**src/rtl/ksa_sub_pipe.sv**
```systemverilog
// Two-stage pipelined subtractor: diff = a + ~b + 1 with Kogge-Stone carries.
// Stage 1 registers generate/propagate, stage 2 registers the prefix result and flags.
module ksa_sub_pipe #(
    parameter int WIDTH = 8
) (
    input  logic             clk,
    input  logic             rst_n,
    input  logic             in_valid,
    output logic             in_ready,
    input  logic [WIDTH-1:0] a,
    input  logic [WIDTH-1:0] b,
    output logic             out_valid,
    input  logic             out_ready,
    output logic [WIDTH-1:0] diff,
    output logic             borrow,
    output logic             ovf,
    output logic             zero
);

    localparam int LEVELS = $clog2(WIDTH);

    logic             s1_valid, s2_valid;
    logic             accept, adv2;
    logic [WIDTH-1:0] g_d, p_d, g_q, p_q;
    logic [WIDTH-1:0] gk [0:LEVELS];
    logic [WIDTH-1:0] pk [0:LEVELS-1];
    logic [WIDTH-1:0] c;
    logic [WIDTH-1:0] diff_d, diff_q;
    logic             borrow_d, ovf_d, zero_d;
    logic             borrow_q, ovf_q, zero_q;

    assign adv2     = s1_valid & (~s2_valid | out_ready);
    assign in_ready = ~s1_valid | adv2;
    assign accept   = in_valid & in_ready;

    // Carry-in of 1 is folded into bit 0 so the prefix network needs no extra input.
    always_comb begin
        p_d    = a ^ ~b;
        g_d    = a & ~b;
        g_d[0] = g_d[0] | p_d[0];
    end

    always_ff @(posedge clk or negedge rst_n) begin
        if (!rst_n) begin
            s1_valid <= 1'b0;
            g_q      <= '0;
            p_q      <= '0;
        end else if (accept) begin
            s1_valid <= 1'b1;
            g_q      <= g_d;
            p_q      <= p_d;
        end else if (adv2) begin
            s1_valid <= 1'b0;
        end
    end

    // Each level combines the group ending at bit i with the one 2^k bits below it.
    always_comb begin
        gk[0] = g_q;
        pk[0] = p_q;
        for (int k = 0; k < LEVELS - 1; k++) begin
            gk[k+1] = gk[k] | (pk[k] & (gk[k] << (1 << k)));
            pk[k+1] = pk[k] & ((pk[k] << (1 << k)) | ~({WIDTH{1'b1}} << (1 << k)));
        end
        gk[LEVELS] = gk[LEVELS-1]
                   | (pk[LEVELS-1] & (gk[LEVELS-1] << (1 << (LEVELS - 1))));
    end

    always_comb begin
        c        = gk[LEVELS];
        diff_d   = p_q ^ {c[WIDTH-2:0], 1'b1};
        borrow_d = ~c[WIDTH-1];
        ovf_d    = c[WIDTH-1] ^ c[WIDTH-2];
        zero_d   = (diff_d == '0);
    end

    always_ff @(posedge clk or negedge rst_n) begin
        if (!rst_n) begin
            s2_valid <= 1'b0;
            diff_q   <= '0;
            borrow_q <= 1'b0;
            ovf_q    <= 1'b0;
            zero_q   <= 1'b0;
        end else if (adv2) begin
            s2_valid <= 1'b1;
            diff_q   <= diff_d;
            borrow_q <= borrow_d;
            ovf_q    <= ovf_d;
            zero_q   <= zero_d;
        end else if (out_ready) begin
            s2_valid <= 1'b0;
        end
    end

    assign out_valid = s2_valid;
    assign diff      = diff_q;
    assign borrow    = borrow_q;
    assign ovf       = ovf_q;
    assign zero      = zero_q;

endmodule

```
**config.mk**
```make
export PLATFORM = sky130hd
export DESIGN_NAME = ksa_sub_pipe
export DESIGN_NICKNAME = d
export VERILOG_FILES = /design/src/rtl/ksa_sub_pipe.sv
export SDC_FILE = /design/constraint.sdc
export NUM_CORES = 1
export LEC_CHECK = 0
export ABC_AREA = 1
export ABC_CLOCK_PERIOD_IN_PS = 2450
export CELL_PAD_IN_SITES_DETAIL_PLACEMENT = 0
export CELL_PAD_IN_SITES_GLOBAL_PLACEMENT = 1
export CORE_MARGIN = 2
export CORE_UTILIZATION = 39
export DETAILED_ROUTE_END_ITERATION = 7
export PLACE_DENSITY_LB_ADDON = 0.1
export SLEW_MARGIN = 20
export SYNTH_ARGS = -nofsm -noshare
export SYNTH_HDL_FRONTEND = slang
export SYNTH_SLANG_ARGS = --single-unit
```
**constraint.sdc**
```tcl
create_clock -name clk -period 2.45 [get_ports clk]
set_input_delay 0.6125 -clock clk [delete_from_list [all_inputs] [get_ports clk]]
set_output_delay 0.6125 -clock clk [all_outputs]
set_load 0.02 [all_outputs]
```
======== After elaboration in Yosys (flattened, before gate mapping) ========
Cells that the tools add are included.
word-level totals
  bits in registers ....................... 29
  bits in latches ......................... 0
  bits in writable memories ............... 0
  memory bits (read-only) ................. 0
  input port bits ......................... 20
  output and inout port bits .............. 13
  logic and storage cells ................. 36
  memories kept ........................... 0
cells by class
  add/subtract/negate cells ............... 0
  $mul .................................... 0
  divide/modulo/power cells ............... 0
  order comparisons ....................... 0
  equality and inequality tests ........... 0
  shift operators ......................... 0
  mux-type cells .......................... 4
  bitwise operators ....................... 21
  reduce and logical (&&, ||, !) cells .... 3
operator list
  kind                number
  AND 8 bit           6
  bitwise OR 8 bit    3
  XOR 8 bit           2
  logical NOT 8 bit   1
  NOT 8 bit           1
  two-way mux 1 bit   4
  nonzero test 2 bit  2
  NOT 1 bit           3
  bitwise OR 1 bit    3
  AND 1 bit           2
  XOR 1 bit           1

======== Depth between registers and ports, before layout ========
Gate-level depths: netlist of run 1.
  word-level depth ........................ 8
  gate-level depth with buffers ........... 11
  gate-level depth less buffers ........... 11

======== Worst setup path before layout of run 1 ========
No wires, ideal clock.
  path kind ............................... input -> register
  start point ............................. input port out_ready
  end point ............................... register g_q[2]
  library setup time ...................... 0.125 ns
  arrival time ............................ 1.476 ns
  data required time ...................... 2.325 ns
  slack ................................... 0.849 ns
  cell stages on the path ................. 4
  path buffers ............................ 0
  cells stage by stage .................... inv_1 nand3_1 nand2_2 mux2_2
between the ends
  longest elaborated chain between the ends .. 4
ends and longest elaborated chain
  item                  line  RTL
  from (decl)           13    input logic out_ready,
  bitwise OR 1 bit      32    assign adv2 = s1_valid & (~s2_valid | out_ready);
  AND 1 bit             32
  bitwise OR 1 bit      33    assign in_ready = ~s1_valid | adv2;
  via in_ready          9     output logic in_ready,
  AND 1 bit             34    assign accept = in_valid & in_ready;
  to (signal assigned)  50    g_q <= g_d;
  to (decl)             24    logic [WIDTH-1:0] g_d, p_d, g_q, p_q;
The timed path passes the listed nets, and every way through them passes these cells.
A chain may end at the register's enable or synchronous reset.

======== Final worst setup path of run 1 ========
  start point ............................. input port out_ready
  end point ............................... output port in_ready
between the ends
  longest elaborated chain between the ends .. 3
ends and longest elaborated chain
  item              line
  bitwise OR 1 bit  32
  AND 1 bit         32
  bitwise OR 1 bit  33
  to (decl)         9
No other way between the ends.

==> impl_metrics.env, run 1 <==
export IMPL_grt_start_max_net_pins=30
export IMPL_reg2reg_depth=9
export IMPL_rows=22
export IMPL_rsz0062_at_grt="no"
export IMPL_slew_violations=0
export IMPL_io_pins=33
export IMPL_required_ns=1.84
export IMPL_cts_buffer_depth=2
export IMPL_gp_congestion=0.805
export IMPL_vias_per_cell=4.53
export IMPL_post_place_ws_ns=0.0413
export IMPL_start_kind="input pin"
export IMPL_min_period_over_period=0.827
export IMPL_synthDistinctLibCells=18
export IMPL_r2r_start="g_q[0]"
export IMPL_critPathMaxFanout=2
export IMPL_setup_violations=0
export IMPL_yosys_warnings=0
export IMPL_ys_seq_elements=29
export IMPL_powerDensity_nw_per_um2=845
export IMPL_dr_wl_met2_um=1310
export IMPL_holdWs_ns=0.479
export IMPL_grt_ovfl_total=0
export IMPL_vdd_ir_drop_max_uv=351
export IMPL_crit_path_end_kind="output pin"
export IMPL_worst_slew_pin_slew_ns=0.374
export IMPL_synth_area_leader_cell="dfrtp_1"
export IMPL_grt_pass1_vias=1121
export IMPL_antenna_cells=0
export IMPL_routed_top_layer="met4"
export IMPL_r2r_end="ovf"
export IMPL_crit_type="input pin to output pin"
export IMPL_wl_met1_um=1450
export IMPL_timing_setup_tns_ns=0
export IMPL_cts_tree="yes"
export IMPL_clock_latency_ns=0.27
export IMPL_final_nets=252
export IMPL_fp_dieArea_um2=4370
export IMPL_synth_area_leaders="dfrtp_1 48%, nand2_1 12%, ha_1 7.5%"
export IMPL_cts_buffers=5
export IMPL_syn2layout_area_growth_pct=31.6
export IMPL_max_cap_violations=0
export IMPL_dr_pass1_iters=4
export IMPL_cp_top_family="buffers and inverters"
export IMPL_maxSlewHeadroom=0.750
export IMPL_yosysSeqAreaShare=0.483
export IMPL_status="finished clean"
export IMPL_hold_end="zero"
export IMPL_dpl_hpwl_um=2210
export IMPL_worstHoldPathType="flop to flop"
export IMPL_clkTransAtPathRegs_ns=0.06
export IMPL_cp_arrival_ns=1.41
export IMPL_antenna_found_initial=0
export IMPL_drt_iter0_markers=36
export IMPL_syn_nets=212
export IMPL_wl_per_cell_um=10.7
export IMPL_antenna_left=0
export IMPL_die_width_um=66.1
export IMPL_crit_path_top_delay_cell="clkdlybuf4s50_1"
export IMPL_vias=1232
export IMPL_fin_skew_ns=0.00318
export IMPL_die_height_um=66.1
export IMPL_wl_um=2900
export IMPL_placed_area_um2=1890
export IMPL_dr_wl_met3_um=130
export IMPL_cp_num_buf_inv=3
export IMPL_drc_errors=0
export IMPL_synth_top_cell_area_share=0.483
export IMPL_hold_path_depth=2
export IMPL_cp_slowest_stage_delay_ns=0.46
export IMPL_numPortBuffers=32
export IMPL_grt_pass1_wl_um=4960
export IMPL_cts_root_buffer="clkbuf_8"
export IMPL_min_period_ns=2.03
export IMPL_coreArea_um2=3690
export IMPL_htree_levels=2
export IMPL_rrSetupSlack_ns=1.05
export IMPL_drive_gt1_frac=0.0982
export IMPL_design_area_um2=1980
export IMPL_cp_cell_sequence="clkdlybuf4s50_1, inv_1, nand3_1, dlymetal6s2s_1"
export IMPL_fmaxAchievable_mhz=494
export IMPL_start_util=0.407
export IMPL_cts_setup_buffers=0
export IMPL_grt_use_total=0.149
export IMPL_worstHoldStart="zero"
export IMPL_p_leak_nw=1.04
export IMPL_cts_sinks=29
export IMPL_netlist_area_um2=1500
export IMPL_hold_violations=0
export IMPL_synth_avg_cell_area_um2=8.21
export IMPL_worst_slack_ns=0.424
export IMPL_synthCells=183
## metal layers
| metal | global-route usage | vias to the layer above |
|---|---|---|
| met5 | 0 | - |
| met2 | 0.237 | 26 |
| met3 | 0.0409 | 2 |
| li1 | - | 657 |
| met4 | 0.0383 | 0 |
| met1 | 0.201 | 547 |
## worst reg2reg max path, cell delays in order, from the launching register on
cell and delay (ns):
dfrtp_1 0.40, ha_1 0.20, inv_1 0.06, nand2_1 0.08, nand2_1 0.10, nand3_1 0.10, nand2_1 0.09, nand3_1 0.10
nand3_1 0.09, o21ai_0 0.07
## state kept, by name (all words and copies together), names as in the netlist
signal     cells
borrow         1
g_q            8
out_valid      1
s1_valid       1
p_q            8
ovf            1
zero           1
diff           8
## power by group
group	switching (mW)	total, mW	internal, mW	leakage [nW]
logic	0.333	0.622	0.289	0.653
registers	0.0812	0.680	0.598	0.342
clock network	0.173	0.369	0.196	0.0450
## synth_stat cells, drive strengths merged
| library cell | number |
|---|---|
| inv | 30 |
| o21ai | 6 |
| a31oi | 3 |
| or2 | 1 |
| buf | 4 |
| ha | 9 |
| nand2 | 50 |
| o21a | 1 |
| a21oi | 14 |
| nand4 | 1 |
| dfrtp | 29 |
| nor2 | 18 |
| mux2 | 5 |
| nand3 | 12 |
## what timing repair did
action,in CTS,in global routing
gates resized for setup,0,1
setup endpoints to repair,0,1
hold buffers,0,0
## metrics by stage
| stage | util | cells | power [mW] |
|---|---|---|---|
| detailed placement | 0.513 | 264 | 1.32 |
| global placement | 0.513 | 264 | 1.31 |
| CTS | 0.535 | 272 | 1.69 |
| floorplan | - | 183 | 1.05 |
| global route | 0.536 | 272 | 1.80 |
| finish | 0.536 | 272 | 1.67 |
## worst max path at each step
stage | startpoint | to | slack, ns | depth (start not counted)
after floorplan | out_ready | g_q[2] | 0.85 | 4
after global placement | out_ready | in_ready | 0.05 | 4
after detailed placement | out_ready | in_ready | 0.04 | 4
after CTS | out_ready | in_ready | 0.04 | 4
after global routing | out_ready | in_ready | 0.38 | 4
final | out_ready | in_ready | 0.42 | 4
## cell type report
type,instances,area (um^2)
Fill cell,353,1710
Clock buffer,6,72.6
Tap cell,48,60.1
Inverter,30,113
Timing Repair Buffer,37,360
Multi-Input combinational cell,120,636
Clock inverter,2,10.0
Sequential cell,29,726
## placed cells by master (no fill, tap or decap), drive strengths merged
cell type and instances:
or2 1, dfrtp 29, dlymetal6s2s 1, nand2 50, buf 5, nand3 12, inv 30, o21ai 6
ha 9, clkinv 2, clkdlybuf4s50 31, mux2 5, nor2 18, o21a 1, nand4 1, a31oi 3
a21oi 14, clkbuf 6
## cell families after synthesis
group	Yosys count	synth area share
DFF	29	0.483
and+or+nand+nor	82	0.221
adders and majority gates	9	0.0749
buffers and inverters	34	0.0941
AOI/OAI and AO/OA	24	0.0891
muxes	5	0.0375
No activity file was read; power rests on OpenSTA's default activity.
==> inputs of run 2 (changes only) <==
Settings changed: ABC_CLOCK_PERIOD_IN_PS 2450 to 1900, CORE_UTILIZATION 39 to 36.
Clock period 2.45 ns to 1.9 ns, I/O delays scaled along.
==> run 2 against run 1 <==
Power increased by 30%. Sequential power increased by 29%. Critical path depth unchanged. Via count increased by 4.1%. Clock-buffer cell count unchanged. Non-clock buffer count increased by 3. Clock power increased by 33%. Cell count increased by 1.8%. Worst setup slack got worse by 0.36 ns. Highest routed layer unchanged.
==> impl_metrics.env, run 2 (same netlist as run 1, synthesis figures left out) <==
export IMPL_min_period_ns=1.84
export IMPL_vias_per_cell=4.63
export IMPL_rows=23
export IMPL_wl_met1_um=1460
export IMPL_dr_pass1_iters=6
export IMPL_swShare=0.354
export IMPL_dr_wl_met3_um=167
export IMPL_cts_resized=1
export IMPL_cp_slowest_stage_delay_ns=0.45
export IMPL_setup_violations=0
export IMPL_cp_num_buf_inv=3
export IMPL_slew_violations=0
export IMPL_cp_arrival_ns=1.36
export IMPL_grt_start_max_net_pins=30
export IMPL_mostFrequentLayoutCells="48 x nand2_1, 31 x clkdlybuf4s50_1, 30 x inv_1"
export IMPL_critPathMaxFanout=2
export IMPL_pwr_share_clk=0.225
export IMPL_grt_pass1_wl_um=5360
export IMPL_crit_path_end_kind="output pin"
export IMPL_antenna_cells=0
export IMPL_fmaxAchievable_mhz=544
export IMPL_powerDensity_nw_per_um2=1090
export IMPL_final_nets=255
export IMPL_worstHoldPathType="flop to flop"
export IMPL_cts_root_buffer="clkbuf_8"
export IMPL_cp_top_family="buffers and inverters"
export IMPL_design_area_um2=2000
export IMPL_cts_tree="yes"
export IMPL_p_int_mw=1.41
export IMPL_htree_levels=2
export IMPL_grt_ovfl_total=0
export IMPL_numPortBuffers=32
export IMPL_r2r_end="ovf"
export IMPL_die_width_um=68.6
export IMPL_p_comb_frac=0.374
export IMPL_hold_violations=0
export IMPL_fin_util=0.500
export IMPL_max_cap_violations=0
export IMPL_antenna_found_initial=0
export IMPL_clock_latency_ns=0.28
export IMPL_crit_path_top_delay_cell="clkdlybuf4s50_1"
export IMPL_cts_buffers=5
export IMPL_gp_congestion=0.825
export IMPL_crit_type="input pin to output pin"
export IMPL_crit_start="out_ready"
export IMPL_grt_use_total=0.158
export IMPL_p_leak_nw=1.05
export IMPL_timing_setup_tns_ns=0
export IMPL_fin_skew_ns=0.00399
export IMPL_routed_top_layer="met4"
export IMPL_cp_cell_sequence="clkdlybuf4s50_1, inv_1, nand3_1, clkdlybuf4s15_1"
export IMPL_hold_buffers=0
export IMPL_power_total_mw=2.18
export IMPL_drt_iter0_markers=51
export IMPL_cts_setup_buffers=0
export IMPL_drive_gt1_frac=0.110
export IMPL_maxSlewHeadroom=0.751
export IMPL_worst_slew_pin_slew_ns=0.374
export IMPL_reg2reg_depth=9
export IMPL_required_ns=1.42
export IMPL_wl_um=3090
export IMPL_placed_area_um2=1920
export IMPL_vdd_ir_drop_max_uv=398
export IMPL_antenna_left=0
export IMPL_worstSetupEndpoint="in_ready"
export IMPL_holdWs_ns=0.483
export IMPL_start_util=0.376
export IMPL_coreArea_um2=4000
export IMPL_dpl_hpwl_um=2380
export IMPL_syn2layout_area_growth_pct=33.1
export IMPL_min_period_over_period=0.967
export IMPL_dr_wl_met2_um=1410
export IMPL_p_sw_mw=0.772
export IMPL_io_pins=33
export IMPL_vias=1283
export IMPL_critical_path_depth=4
export IMPL_final_common_cell="nand2_1"
export IMPL_wl_per_cell_um=11.2
export IMPL_drc_errors=0
export IMPL_status="finished clean"
export IMPL_die_height_um=68.6
export IMPL_rrSetupSlack_ns=0.48
export IMPL_clkTransAtPathRegs_ns=0.06
export IMPL_pwr_share_seq=0.401
export IMPL_cts_buffer_depth=2
export IMPL_grt_pass1_vias=1246
export IMPL_r2r_start="g_q[0]"
export IMPL_rsz0062_at_grt="no"
export IMPL_fp_dieArea_um2=4710
export IMPL_cts_sinks=29
export IMPL_start_kind="input pin"
## run 2: stage by stage
stage | setup slack, ns | instances
finish | 0.0624 | 277
global placement | -0.225 | 269
CTS | 0.0297 | 277
detailed placement | -0.241 | 269
floorplan | 0.436 | 183
global route | 0.000379 | 277
## run 2: per-layer routing
| metal | vias up | global-route usage |
|---|---|---|
| met2 | 27 | 0.266 |
| met5 | - | 0 |
| met3 | 7 | 0.0552 |
| met1 | 587 | 0.182 |
| li1 | 662 | - |
| met4 | 0 | 0.0675 |
## run 2: worst min-delay path, cell delays in order, from the launching register on
cell and delay (ns):
dfrtp_1 0.34, nand2_1 0.05, o21ai_0 0.05
## run 2: cell type report
type,count,area (um^2)
tap,50,62.6
sequential,29,726
clock inverter,2,10.0
multi-input combinational,120,636
fill,416,2000
clock buffer,6,72.6
timing repair buffer,40,380
inverter,30,113
## run 2: worst min-delay path by stage
stage | startpoint | to | slack [ns] | cells past startpoint
CTS | borrow | borrow | 0.49 | 2
detailed placement | borrow | borrow | 0.47 | 2
finish | diff[0] | diff[0] | 0.48 | 2
floorplan | rst_n | borrow | 0.18 | 0
global placement | zero | zero | 0.47 | 2
global route | borrow | borrow | 0.53 | 2
## run 2: power by group through the flow
stage	sequential (mW)	combinational (mW)	clock (mW)
final	0.875	0.814	0.490
after floorplan	0.988	0.367	0
after global routing	0.901	0.929	0.534
after global placement	0.884	0.816	0
after detailed placement	0.889	0.828	0
after CTS	0.878	0.830	0.510
